`src/rtl/button_pkg.sv`:
```
// Shared types for the button conditioning path.
// Contents:
//   btn_state_t         - per-channel debounce FSM states
//   btn_released_level  - raw pad level of a released button for a given polarity
package button_pkg;

  typedef enum logic [1:0] {
    RELEASED     = 2'd0,
    PRESS_WAIT   = 2'd1,
    PRESSED      = 2'd2,
    RELEASE_WAIT = 2'd3
  } btn_state_t;

  // A low-active button idles high on the pad; a high-active one idles low.
  function automatic logic btn_released_level(input bit low_active);
    return low_active ? 1'b1 : 1'b0;
  endfunction

endpackage

```
`src/rtl/debounce_channel.sv`:
```
// One button channel: synchroniser, debounce FSM with stability counter,
// press-edge pulse and (with BTN_FRAME_LATCH_EN) a press latch held until the
// next frame strobe.
// Ports:
//   CLK, RST_N  - pixel clock, async active-low reset
//   raw         - asynchronous pad level (polarity given by LOW_ACTIVE)
//   frame_tick  - one-cycle frame strobe (used only with BTN_FRAME_LATCH_EN)
//   level       - debounced pressed state, active-high
//   press       - one-cycle pulse when a press is accepted
//   frame       - level, or level | latch when BTN_FRAME_LATCH_EN is defined
module debounce_channel
  import button_pkg::*;
#(
  parameter bit          LOW_ACTIVE      = 1'b1,
  parameter int unsigned SYNC_STAGES     = 2,
  parameter int unsigned DEBOUNCE_CYCLES = 250000
) (
  input  logic CLK,
  input  logic RST_N,
  input  logic raw,
  input  logic frame_tick,
  output logic level,
  output logic press,
  output logic frame
);

  localparam int unsigned     CNT_W    = $clog2(DEBOUNCE_CYCLES + 1);
  localparam logic [CNT_W-1:0] CNT_MAX = CNT_W'(DEBOUNCE_CYCLES);
  localparam logic             REL     = btn_released_level(LOW_ACTIVE);
  localparam logic [SYNC_STAGES-1:0] SYNC_RST = {SYNC_STAGES{REL}};

  logic [SYNC_STAGES-1:0] sync_q;
  logic                   synced;
  btn_state_t             state_q, state_d;
  logic [CNT_W-1:0]       cnt_q, cnt_d;
  logic                   level_d, press_d;

  // The pad is synchronised untouched so nothing sits in front of the first
  // flop; polarity is resolved on the synchronised bit.
  assign synced = sync_q[SYNC_STAGES-1] ^ LOW_ACTIVE;

  // State, counter, synchroniser and registered outputs.
  always_ff @(posedge CLK or negedge RST_N) begin
    if (!RST_N) begin
      sync_q  <= SYNC_RST;
      state_q <= RELEASED;
      cnt_q   <= '0;
      level   <= 1'b0;
      press   <= 1'b0;
    end else begin
      sync_q  <= {sync_q[SYNC_STAGES-2:0], raw};
      state_q <= state_d;
      cnt_q   <= cnt_d;
      level   <= level_d;
      press   <= press_d;
    end
  end

  // Next state: a wait state needs DEBOUNCE_CYCLES+1 agreeing samples
  // (entry sample plus DEBOUNCE_CYCLES more); any disagreeing sample aborts.
  always_comb begin
    state_d = state_q;
    cnt_d   = cnt_q;
    press_d = 1'b0;
    unique case (state_q)
      RELEASED: begin
        if (synced) begin
          state_d = PRESS_WAIT;
          cnt_d   = CNT_W'(1);
        end
      end
      PRESS_WAIT: begin
        if (!synced) begin
          state_d = RELEASED;
          cnt_d   = '0;
        end else if (cnt_q == CNT_MAX) begin
          state_d = PRESSED;
          cnt_d   = '0;
          press_d = 1'b1;
        end else begin
          cnt_d = cnt_q + CNT_W'(1);
        end
      end
      PRESSED: begin
        if (!synced) begin
          state_d = RELEASE_WAIT;
          cnt_d   = CNT_W'(1);
        end
      end
      RELEASE_WAIT: begin
        if (synced) begin
          state_d = PRESSED;
          cnt_d   = '0;
        end else if (cnt_q == CNT_MAX) begin
          state_d = RELEASED;
          cnt_d   = '0;
        end else begin
          cnt_d = cnt_q + CNT_W'(1);
        end
      end
      default: begin
        state_d = RELEASED;
        cnt_d   = '0;
      end
    endcase
    level_d = (state_d == PRESSED) || (state_d == RELEASE_WAIT);
  end

`ifdef BTN_FRAME_LATCH_EN
  logic latch_q, latch_d;

  // Set by the press pulse, cleared by the frame strobe; set wins.
  always_comb begin
    latch_d = press | (latch_q & ~frame_tick);
  end

  // frame is registered from the same next values that load level and latch.
  always_ff @(posedge CLK or negedge RST_N) begin
    if (!RST_N) begin
      latch_q <= 1'b0;
      frame   <= 1'b0;
    end else begin
      latch_q <= latch_d;
      frame   <= level_d | latch_d;
    end
  end
`else
  logic unused_frame_tick;
  assign unused_frame_tick = frame_tick;
  assign frame             = level;
`endif

endmodule

```
`src/rtl/button_conditioner.sv`:
```
// Synchronises, debounces and edge-detects the player push-buttons feeding the
// pong pixel engine. Outputs are active-high.
// Optional feature macro: BTN_FRAME_LATCH_EN (hold each press until frame_tick).
// Ports:
//   CLK, RST_N  - pixel clock, async active-low reset
//   btns_raw    - pads: [3] p1 up, [2] p1 down, [1] p2 up, [0] p2 down
//   frame_tick  - one-cycle NEXT_FRAME strobe
//   btns_level  - debounced pressed state
//   btns_press  - one-cycle pulse per accepted press
//   btns_frame  - per-frame button state for the engine
module button_conditioner
  import button_pkg::*;
#(
  parameter int unsigned NUM_BTNS          = 4,
  parameter int unsigned BUTTON_LOW_ACTIVE = 1,
  parameter int unsigned SYNC_STAGES       = 2,
  parameter int unsigned DEBOUNCE_CYCLES   = 250000
) (
  input  logic                CLK,
  input  logic                RST_N,
  input  logic [NUM_BTNS-1:0] btns_raw,
  input  logic                frame_tick,
  output logic [NUM_BTNS-1:0] btns_level,
  output logic [NUM_BTNS-1:0] btns_press,
  output logic [NUM_BTNS-1:0] btns_frame
);

  // Any non-zero setting selects low-active pads.
  localparam bit LOW_ACTIVE = (BUTTON_LOW_ACTIVE != 0);

  for (genvar i = 0; i < int'(NUM_BTNS); i++) begin : g_btn
    debounce_channel #(
      .LOW_ACTIVE      (LOW_ACTIVE),
      .SYNC_STAGES     (SYNC_STAGES),
      .DEBOUNCE_CYCLES (DEBOUNCE_CYCLES)
    ) u_chan (
      .CLK        (CLK),
      .RST_N      (RST_N),
      .raw        (btns_raw[i]),
      .frame_tick (frame_tick),
      .level      (btns_level[i]),
      .press      (btns_press[i]),
      .frame      (btns_frame[i])
    );
  end

endmodule

```
`config.mk`:
```
export PLATFORM = sky130hd
export DESIGN_NAME = button_conditioner
export DESIGN_NICKNAME = d
export VERILOG_FILES = /design/src/rtl/button_pkg.sv /design/src/rtl/debounce_channel.sv /design/src/rtl/button_conditioner.sv
export SDC_FILE = /design/constraint.sdc
export NUM_CORES = 1
export LEC_CHECK = 0
export BUFFER_PORTS_ARGS = -buffer_cell sky130_fd_sc_hd__buf_2
export CORE_MARGIN = 3
export CORE_UTILIZATION = 50
export DETAILED_ROUTE_END_ITERATION = 7
export PLACE_DENSITY = 0.77
export RECOVER_POWER = 25
export SLEW_MARGIN = 20
export SYNTH_ARGS = -nofsm -noshare
export SYNTH_HDL_FRONTEND = slang
export SYNTH_SLANG_ARGS = --single-unit
```
`constraint.sdc`:
```
create_clock -name CLK -period 2.4 [get_ports CLK]
set_input_delay 0.36 -clock CLK [delete_from_list [all_inputs] [get_ports CLK]]
set_output_delay 0.36 -clock CLK [all_outputs]
set_load 0.02 [all_outputs]
```
==> flow_metrics.py, run 1 <==
metrics = {
    "global_routing": {
        "grt_usage_pct": 18.1,
        "grt_max_degree": 51,
        "grt_overflow_total": 0,
        "antenna_found_initial": 0,
        "grt_pass1_wl_mm": 17.0,
        "grt_pass1_vias": 3712,
    },
    "synth": {
        "synth_commonest_cells": "dfrtp_1 (88), nand2_1 (66), nand3_1 (43)",
        "synth_seq_cells": 96,
        "synth_warnings": 0,
        "yosys.area.top_type": "dfrtp_1",
        "netlist_area_mm2": 0.00501,
        "synth_area_leaders": "dfrtp_1 (44%), nand2_1 (4.9%), nand3_1 (4.3%)",
        "ys_types": 54,
        "synth_nets": 544,
        "synth_top_cell_area_share_pct": 43.9,
        "synth_most_common_cell": "dfrtp_1",
        "synthFlopType": "dfrtp_1",
        "synth_edf_count": 0,
        "syn_inst": 529,
        "syn_avg_cell_area_um2": 9.48,
        "yosysSeqAreaShare_pct": 48.1,
        "async_flop_share_pct": 100,
    },
    "cts": {
        "cts_sinks": 96,
        "clk_pin_slew_ns": 0.10,
        "root_buffer": "clkbuf_8",
        "cts_setup_buffers": 0,
        "cts-buffers-inserted": 9,
        "htreeDepth": 3,
        "clock_path_buffers": 2,
        "clock_latency_ns": 0.37,
        "cts_tree": "built",
    },
    "worst_setup_path": {
        "start_kind": "flip-flop",
        "path_max_fanout": 8,
        "rrSetupSlack_ns": 0.23,
        "required_ns": 2.66,
        "setup.worst_path.end_class": "flip-flop",
        "cp.arrival_ns": 2.43,
        "reg2reg_depth": 8,
        "worstReg2RegStart": "g_btn[3].u_chan.cnt_q[0]$_DFFE_PN0P_",
        "rr_endpoint": "g_btn[3].u_chan.cnt_q[3]$_DFFE_PN0P_",
        "path_class": "reg -> reg",
    },
    "sta": {
        "drv_slew": 0,
        "relSlewSlack_pct": 16.0,
        "skew_ns": 0.00872,
        "final_hold_viol_count": 0,
        "clock.fmax_mhz": 461,
        "final.setup.tns_ns": 0,
        "rsz0062_at_grt": "false",
        "period_needed_ns": 2.17,
        "fin_hold_ws_ns": 0.0850,
        "fin_crit_sh_pct": 90.4,
        "setup_viol": 0,
        "tightest_slew_ns": 1.26,
    },
    "floorplanning": {
        "std_cell_rows": 35,
        "dieArea_mm2": 0.0113,
        "initial_core_util_pct": 52.7,
        "die_h_um": 106,
        "ios": 19,
        "fp.dieW_um": 106,
        "core_mm2": 0.00950,
    },
    "layout": {
        "area_growth_pct": 7.96,
        "drive_gt1_share_pct": 12.2,
        "nNetsFinal": 559,
        "diodes": 0,
        "fin_util_pct": 56.9,
        "n_fill_cell": 828,
        "stdcell_count": 678,
    },
    "power_and_ir_drop": {
        "switching_share_pct": 25.5,
        "power_frac_seq_pct": 57.3,
        "internal-power_mw": 2.23,
        "p_sw_uw": 762,
        "p_per_area_mw_per_mm2": 553,
        "ir_drop_uv": 393,
        "clockPowerShare_pct": 35.5,
        "power_mw": 2.99,
        "pwr-share-comb_pct": 7.2,
        "power.leakage_nw": 2.37,
    },
    "status": {
        "outcome": "finished, final reports clean",
    },
    "routing": {
        "avgViaCountPerCell": 5.89,
        "dr.pass1.iters": 4,
        "wl_mm": 9.68,
        "ant_nets": 0,
        "drt_iter0_drc": 218,
        "wl_per_cell_um": 14.3,
        "drc_errors": 0,
        "num_vias": 3995,
    },
    "worst_hold_path": {
        "min_to": "g_btn[0].u_chan.sync_q[0]$_DFF_PN1_",
        "min_delay_path_depth": 1,
        "min-delay-path-class": "in -> reg",
        "hold_start": "btns_raw[0]",
    },
    "place": {
        "gp_congestion": 0.783,
        "io_buffers": 17,
        "dp.final_hpwl_mm": 6.65,
        "place_inst": 662,
    },
    "run": {
        "cap_viol_max_count": 0,
    },
}
power by group through the flow:
stage | Clock [mW] | Sequential, mW | Combinational, mW
4_1_cts | 1.09 | 1.71 | 0.218
2_1_floorplan | 0 | 1.73 | 0.136
3_3_place_gp | 0 | 1.74 | 0.209
5_1_grt | 1.16 | 1.72 | 0.247
3_5_place_dp | 0 | 1.74 | 0.218
6_report | 1.06 | 1.71 | 0.215
sequential cells by signal, summed over array words and instances, names as in the netlist:
signal and flops:
g_btn.u_chan.state_q 8, g_btn.u_chan.frame 4, g_btn.u_chan.press 4, g_btn.u_chan.sync_q 8, g_btn.u_chan.cnt_q 72
placed cells by master, fill, tap and decap left out, drive strengths merged, types with 8 or more instances in the layout:
cell type  instances
a21oi             25
a22o              14
a31oi             25
and3              15
buf               33
clkbuf            12
dfrtp             88
dfstp              8
ha                 8
inv               22
mux2i              9
nand2             66
nand3             43
nand4             12
nor2              23
nor3              14
o21ai             31
xnor2             14
cells by family (layout without fill, tap and decap cells):
kind of cell	after synthesis	count (layout)	share of synthesized area, %
AOI/OAI and AO/OA	126	126	16.3
xor gates and xnor gates	20	20	3.49
adders and majority gates	8	8	2.00
buffers and inverters	51	71	5.32
DFF	96	96	48.1
muxes	9	9	1.80
and+or+nand+nor	219	219	22.9
repair_timing:
action	4_1_cts	5_1_grt
resized for setup	0	1
hold buffers	0	0
endpoints found under the setup margin	0	1
per-layer routing:
layer	wire [um]	global-route usage, %
met3	414	3.58
met5	0	0
met1	4520	24.5
met4	112	5.74
met2	4640	29.2
how the worst max path moves through the flow:
stage / startpoint / end / slack, ns
2_1_floorplan: g_btn[3].u_chan.cnt_q[9]$_DFFE_PN0P_ / g_btn[3].u_chan.cnt_q[3]$_DFFE_PN0P_ / 0.46
3_3_place_gp: g_btn[0].u_chan.sync_q[1]$_DFF_PN1_ / g_btn[0].u_chan.cnt_q[7]$_DFFE_PN0P_ / 0.27
3_5_place_dp: g_btn[0].u_chan.sync_q[1]$_DFF_PN1_ / g_btn[0].u_chan.cnt_q[7]$_DFFE_PN0P_ / 0.17
4_1_cts: g_btn[0].u_chan.sync_q[1]$_DFF_PN1_ / g_btn[0].u_chan.cnt_q[7]$_DFFE_PN0P_ / 0.19
5_1_grt: g_btn[3].u_chan.cnt_q[0]$_DFFE_PN0P_ / g_btn[3].u_chan.cnt_q[3]$_DFFE_PN0P_ / 0.08
6_report: g_btn[3].u_chan.cnt_q[0]$_DFFE_PN0P_ / g_btn[3].u_chan.cnt_q[3]$_DFFE_PN0P_ / 0.23
area by class of cell:
class	count	area, um^2	share of cell area [%]
Sequential cell	96	2410	44.6
Multi-Input combinational cell	382	2340	43.2
Timing Repair Buffer	35	231	4.28
Tap cell	129	161	2.98
Clock inverter	6	66.3	1.23
Inverter	20	75.1	1.39
Clock buffer	10	128	2.36
worst max-delay path: stages (launching register included):
cell     delay [ns]
dfrtp_1        0.45
inv_1          0.08
ha_1           0.13
nor4b_1        0.23
nand4_1        0.22
o311a_1        0.43
buf_4          0.18
a21o_1         0.16
a22o_1         0.18
metrics by stage:
step | instance area (um^2) | worst slack, ns
floorplan | 5010 | 0.456
global placement | 5220 | 0.268
detailed placement | 5220 | 0.165
CTS | 5410 | 0.191
global route | 5410 | 0.0774
finish | 5410 | 0.230
Note: power is estimated with default switching activity, not from simulation.
==> run 2: changes to the inputs <==
--- a/config.mk
+++ b/config.mk
@@ -5,13 +5,13 @@
 export SDC_FILE = /design/constraint.sdc
 export NUM_CORES = 1
 export LEC_CHECK = 0
+export ABC_AREA = 1
 export BUFFER_PORTS_ARGS = -buffer_cell sky130_fd_sc_hd__buf_2
 export CORE_MARGIN = 3
 export CORE_UTILIZATION = 50
 export DETAILED_ROUTE_END_ITERATION = 7
-export PLACE_DENSITY = 0.77
+export PLACE_DENSITY = 0.76
 export RECOVER_POWER = 25
-export SLEW_MARGIN = 20
 export SYNTH_ARGS = -nofsm -noshare
 export SYNTH_HDL_FRONTEND = slang
 export SYNTH_SLANG_ARGS = --single-unit
==> run 2 against run 1 <==
Synthesized area increased by 9.1%. Largest cell class is now multi-input combinational cells. Highest routed layer unchanged. Hold slack better by 0.0029 ns. Count of clock-buffer cells in the layout up 1. Die area increased by 8.6%. Critical endpoint is now g_btn[0].u_chan.cnt_q[12]$_DFFE_PN0P_. Utilization shrank 1.6 points. Routed wire length increased by 7.4%. Via count grew 9.7%. Maximum frequency is 19% higher.
==> flow_metrics.py, run 2 <==
metrics = {
    "status": {
        "outcome": "finished, final reports clean",
    },
    "floorplanning": {
        "initial_core_util_pct": 52.3,
        "core_mm2": 0.0105,
        "ios": 19,
        "dieArea_mm2": 0.0122,
        "std_cell_rows": 37,
        "die_h_um": 111,
        "fp.dieW_um": 111,
    },
    "cts": {
        "cts-buffers-inserted": 9,
        "cts_tree": "built",
        "root_buffer": "clkbuf_8",
        "clock_path_buffers": 2,
        "cts_sinks": 96,
        "htreeDepth": 3,
        "clk_pin_slew_ns": 0.09,
        "cts_resized": 0,
        "clock_latency_ns": 0.37,
    },
    "layout": {
        "largest_register_ffs": 72,
        "nNetsFinal": 711,
        "layout_common_cells": "nand2_1 (167), inv_1 (90), dfrtp_1 (88)",
        "reg_top3": "g_btn.u_chan.cnt_q x72, g_btn.u_chan.state_q x8, g_btn.u_chan.sync_q x8",
        "regMostFlops": "g_btn.u_chan.cnt_q",
        "diodes": 0,
        "final_common_cell": "nand2_1",
        "fin_util_pct": 55.4,
        "area_growth_pct": 5.93,
        "drive_gt1_share_pct": 13.7,
        "stdcell_count": 837,
        "n_fill_cell": 964,
    },
    "synth": {
        "synth_edf_count": 0,
        "synth_nets": 699,
        "ys_types": 42,
        "syn_avg_cell_area_um2": 7.99,
        "synth_seq_cells": 96,
        "synth_top_cell_area_share_pct": 40.3,
        "synth_most_common_cell": "nand2_1",
        "syn_inst": 684,
        "synth_commonest_cells": "nand2_1 (167), inv_1 (90), dfrtp_1 (88)",
        "async_flop_share_pct": 100,
        "synth_area_leaders": "dfrtp_1 (40%), nand2_1 (11%), inv_1 (6.2%)",
        "netlist_area_mm2": 0.00547,
        "synthFlopType": "dfrtp_1",
        "synth_warnings": 0,
        "yosys.area.top_type": "dfrtp_1",
        "yosysSeqAreaShare_pct": 44.1,
    },
    "global_routing": {
        "gr-usage-met2_pct": 30.3,
        "busiest_layer": "met2",
        "grt_pass1_wl_mm": 19.2,
        "grt_pass1_vias": 4459,
        "grt_overflow_total": 0,
        "antenna_found_initial": 0,
        "grt_max_degree": 47,
        "grtUsageMet3_pct": 4.38,
        "grt_usage_pct": 18.3,
        "met1_usage_pct": 24.0,
    },
    "sta": {
        "clock.fmax_mhz": 550,
        "final.setup.tns_ns": 0,
        "skew_ns": 0.0128,
        "drv_slew": 0,
        "period_needed_ns": 1.82,
        "fin_hold_ws_ns": 0.0879,
        "rsz0062_at_grt": "false",
        "setup_viol": 0,
        "tightest_slew_ns": 0.763,
        "fin_crit_sh_pct": 75.8,
        "final_hold_viol_count": 0,
        "relSlewSlack_pct": 49.1,
    },
    "routing": {
        "wl_per_cell_um": 12.4,
        "wl_mm": 10.4,
        "drt_iter0_drc": 178,
        "dr.pass1.iters": 5,
        "drc_errors": 0,
        "num_vias": 4383,
        "avgViaCountPerCell": 5.24,
        "ant_nets": 0,
    },
    "worst_setup_path": {
        "cp.arrival_ns": 2.05,
        "setup.worst_path.end_class": "flip-flop",
        "path_class": "reg -> reg",
        "path_max_fanout": 11,
        "start_kind": "flip-flop",
        "required_ns": 2.63,
    },
    "power_and_ir_drop": {
        "switching_share_pct": 26.0,
        "power_frac_seq_pct": 58.1,
        "p_per_area_mw_per_mm2": 503,
        "internal-power_mw": 2.15,
        "power_mw": 2.91,
        "p_sw_uw": 758,
        "ir_drop_uv": 407,
        "power.leakage_nw": 2.55,
        "clockPowerShare_pct": 35.3,
        "pwr-share-comb_pct": 6.7,
    },
    "worst_hold_path": {
        "min-delay-path-class": "in -> reg",
    },
    "place": {
        "place_inst": 820,
        "gp_congestion": 0.850,
        "io_buffers": 17,
        "dp.final_hpwl_mm": 7.66,
    },
    "run": {
        "cap_viol_max_count": 0,
    },
}
[run 2: cell count changes in the layout (fill, tap and decap cells not counted), moves of 15 or more]
cell	before	now
a31oi_1	25	1
and3_1	15	0
buf_4	17	2
inv_1	20	90
nand2_1	66	167
nand3_1	43	58
nor2_1	23	57
o22ai_1	1	20
xor2_1	6	31
[run 2: power by group through the flow]
stage | combinational (mW) | clock (mW) | sequential (mW)
4_1_cts | 0.203 | 1.06 | 1.69
5_1_grt | 0.231 | 1.12 | 1.70
3_3_place_gp | 0.194 | 0 | 1.72
3_5_place_dp | 0.201 | 0 | 1.72
2_1_floorplan | 0.134 | 0 | 1.71
6_report | 0.195 | 1.03 | 1.69
[run 2: path summary, 6_finish.rpt]
| path | end | cells past startpoint | slack (ns) | from |
|---|---|---|---|---|
| worst max-delay path | g_btn[0].u_chan.cnt_q[12]$_DFFE_PN0P_ | 9 | 0.58 | g_btn[0].u_chan.cnt_q[0]$_DFFE_PN0P_ |
| worst min-delay path | g_btn[1].u_chan.sync_q[0]$_DFF_PN1_ | 1 | 0.09 | btns_raw[1] |
| worst max register to register | g_btn[0].u_chan.cnt_q[12]$_DFFE_PN0P_ | 9 | 0.58 | g_btn[0].u_chan.cnt_q[0]$_DFFE_PN0P_ |
| worst min register to register | g_btn[3].u_chan.sync_q[1]$_DFF_PN1_ | 0 | 0.36 | g_btn[3].u_chan.sync_q[0]$_DFF_PN1_ |
| max in group asynchronous | g_btn[3].u_chan.cnt_q[15]$_DFFE_PN0P_ | 3 | 0.64 | RST_N |
| min in group asynchronous | g_btn[0].u_chan.cnt_q[9]$_DFFE_PN0P_ | 2 | 0.60 | RST_N |
[run 2: per-stage QoR]
stage	setup slack, ns	instance area [um^2]
finish	0.582	5790
global route	0.344	5790
CTS	0.583	5810
detailed placement	0.585	5610
global placement	0.641	5610
floorplan	1.01	5470
[run 2: final cells by class]
cell class	count	area (um^2)	area share, %
timing repair buffer	21	118	2.03
tap	136	170	2.94
sequential	96	2410	41.7
inverter	97	364	6.29
clock buffer	11	151	2.61
clock inverter	5	40.0	0.691
multi-input combinational	471	2540	43.8
[run 2: worst max-delay path, cell delays in order (launching register included)]
cell and delay [ns]:
dfrtp_1 0.42, inv_1 0.13, ha_1 0.16, nand3_1 0.08
nor2_1 0.15, nand3_2 0.12, nand2_1 0.34, inv_2 0.14
nand2_1 0.09, o21ai_1 0.06
[run 2: metal layers]
layer / share of wire, % / wire length, um
met1: 46 / 4750
met2: 50 / 5170
met3: 3.5 / 362
met4: 1.1 / 116
met5: 0 / 0
[run 2: cells by family after synthesis]
family	synth area share, %
XOR/XNOR	5.45
flip-flops	44.1
adder cells (fa/ha/maj)	1.83
AND/OR/NAND/NOR	29.2
buffers and inverters	9.50
AO/OA/AOI/OAI	9.95
[run 2: what timing repair did]
item,in CTS,in global routing
buffers inserted,0,0
endpoints found under the hold margin,28,0
hold buffers,1,0
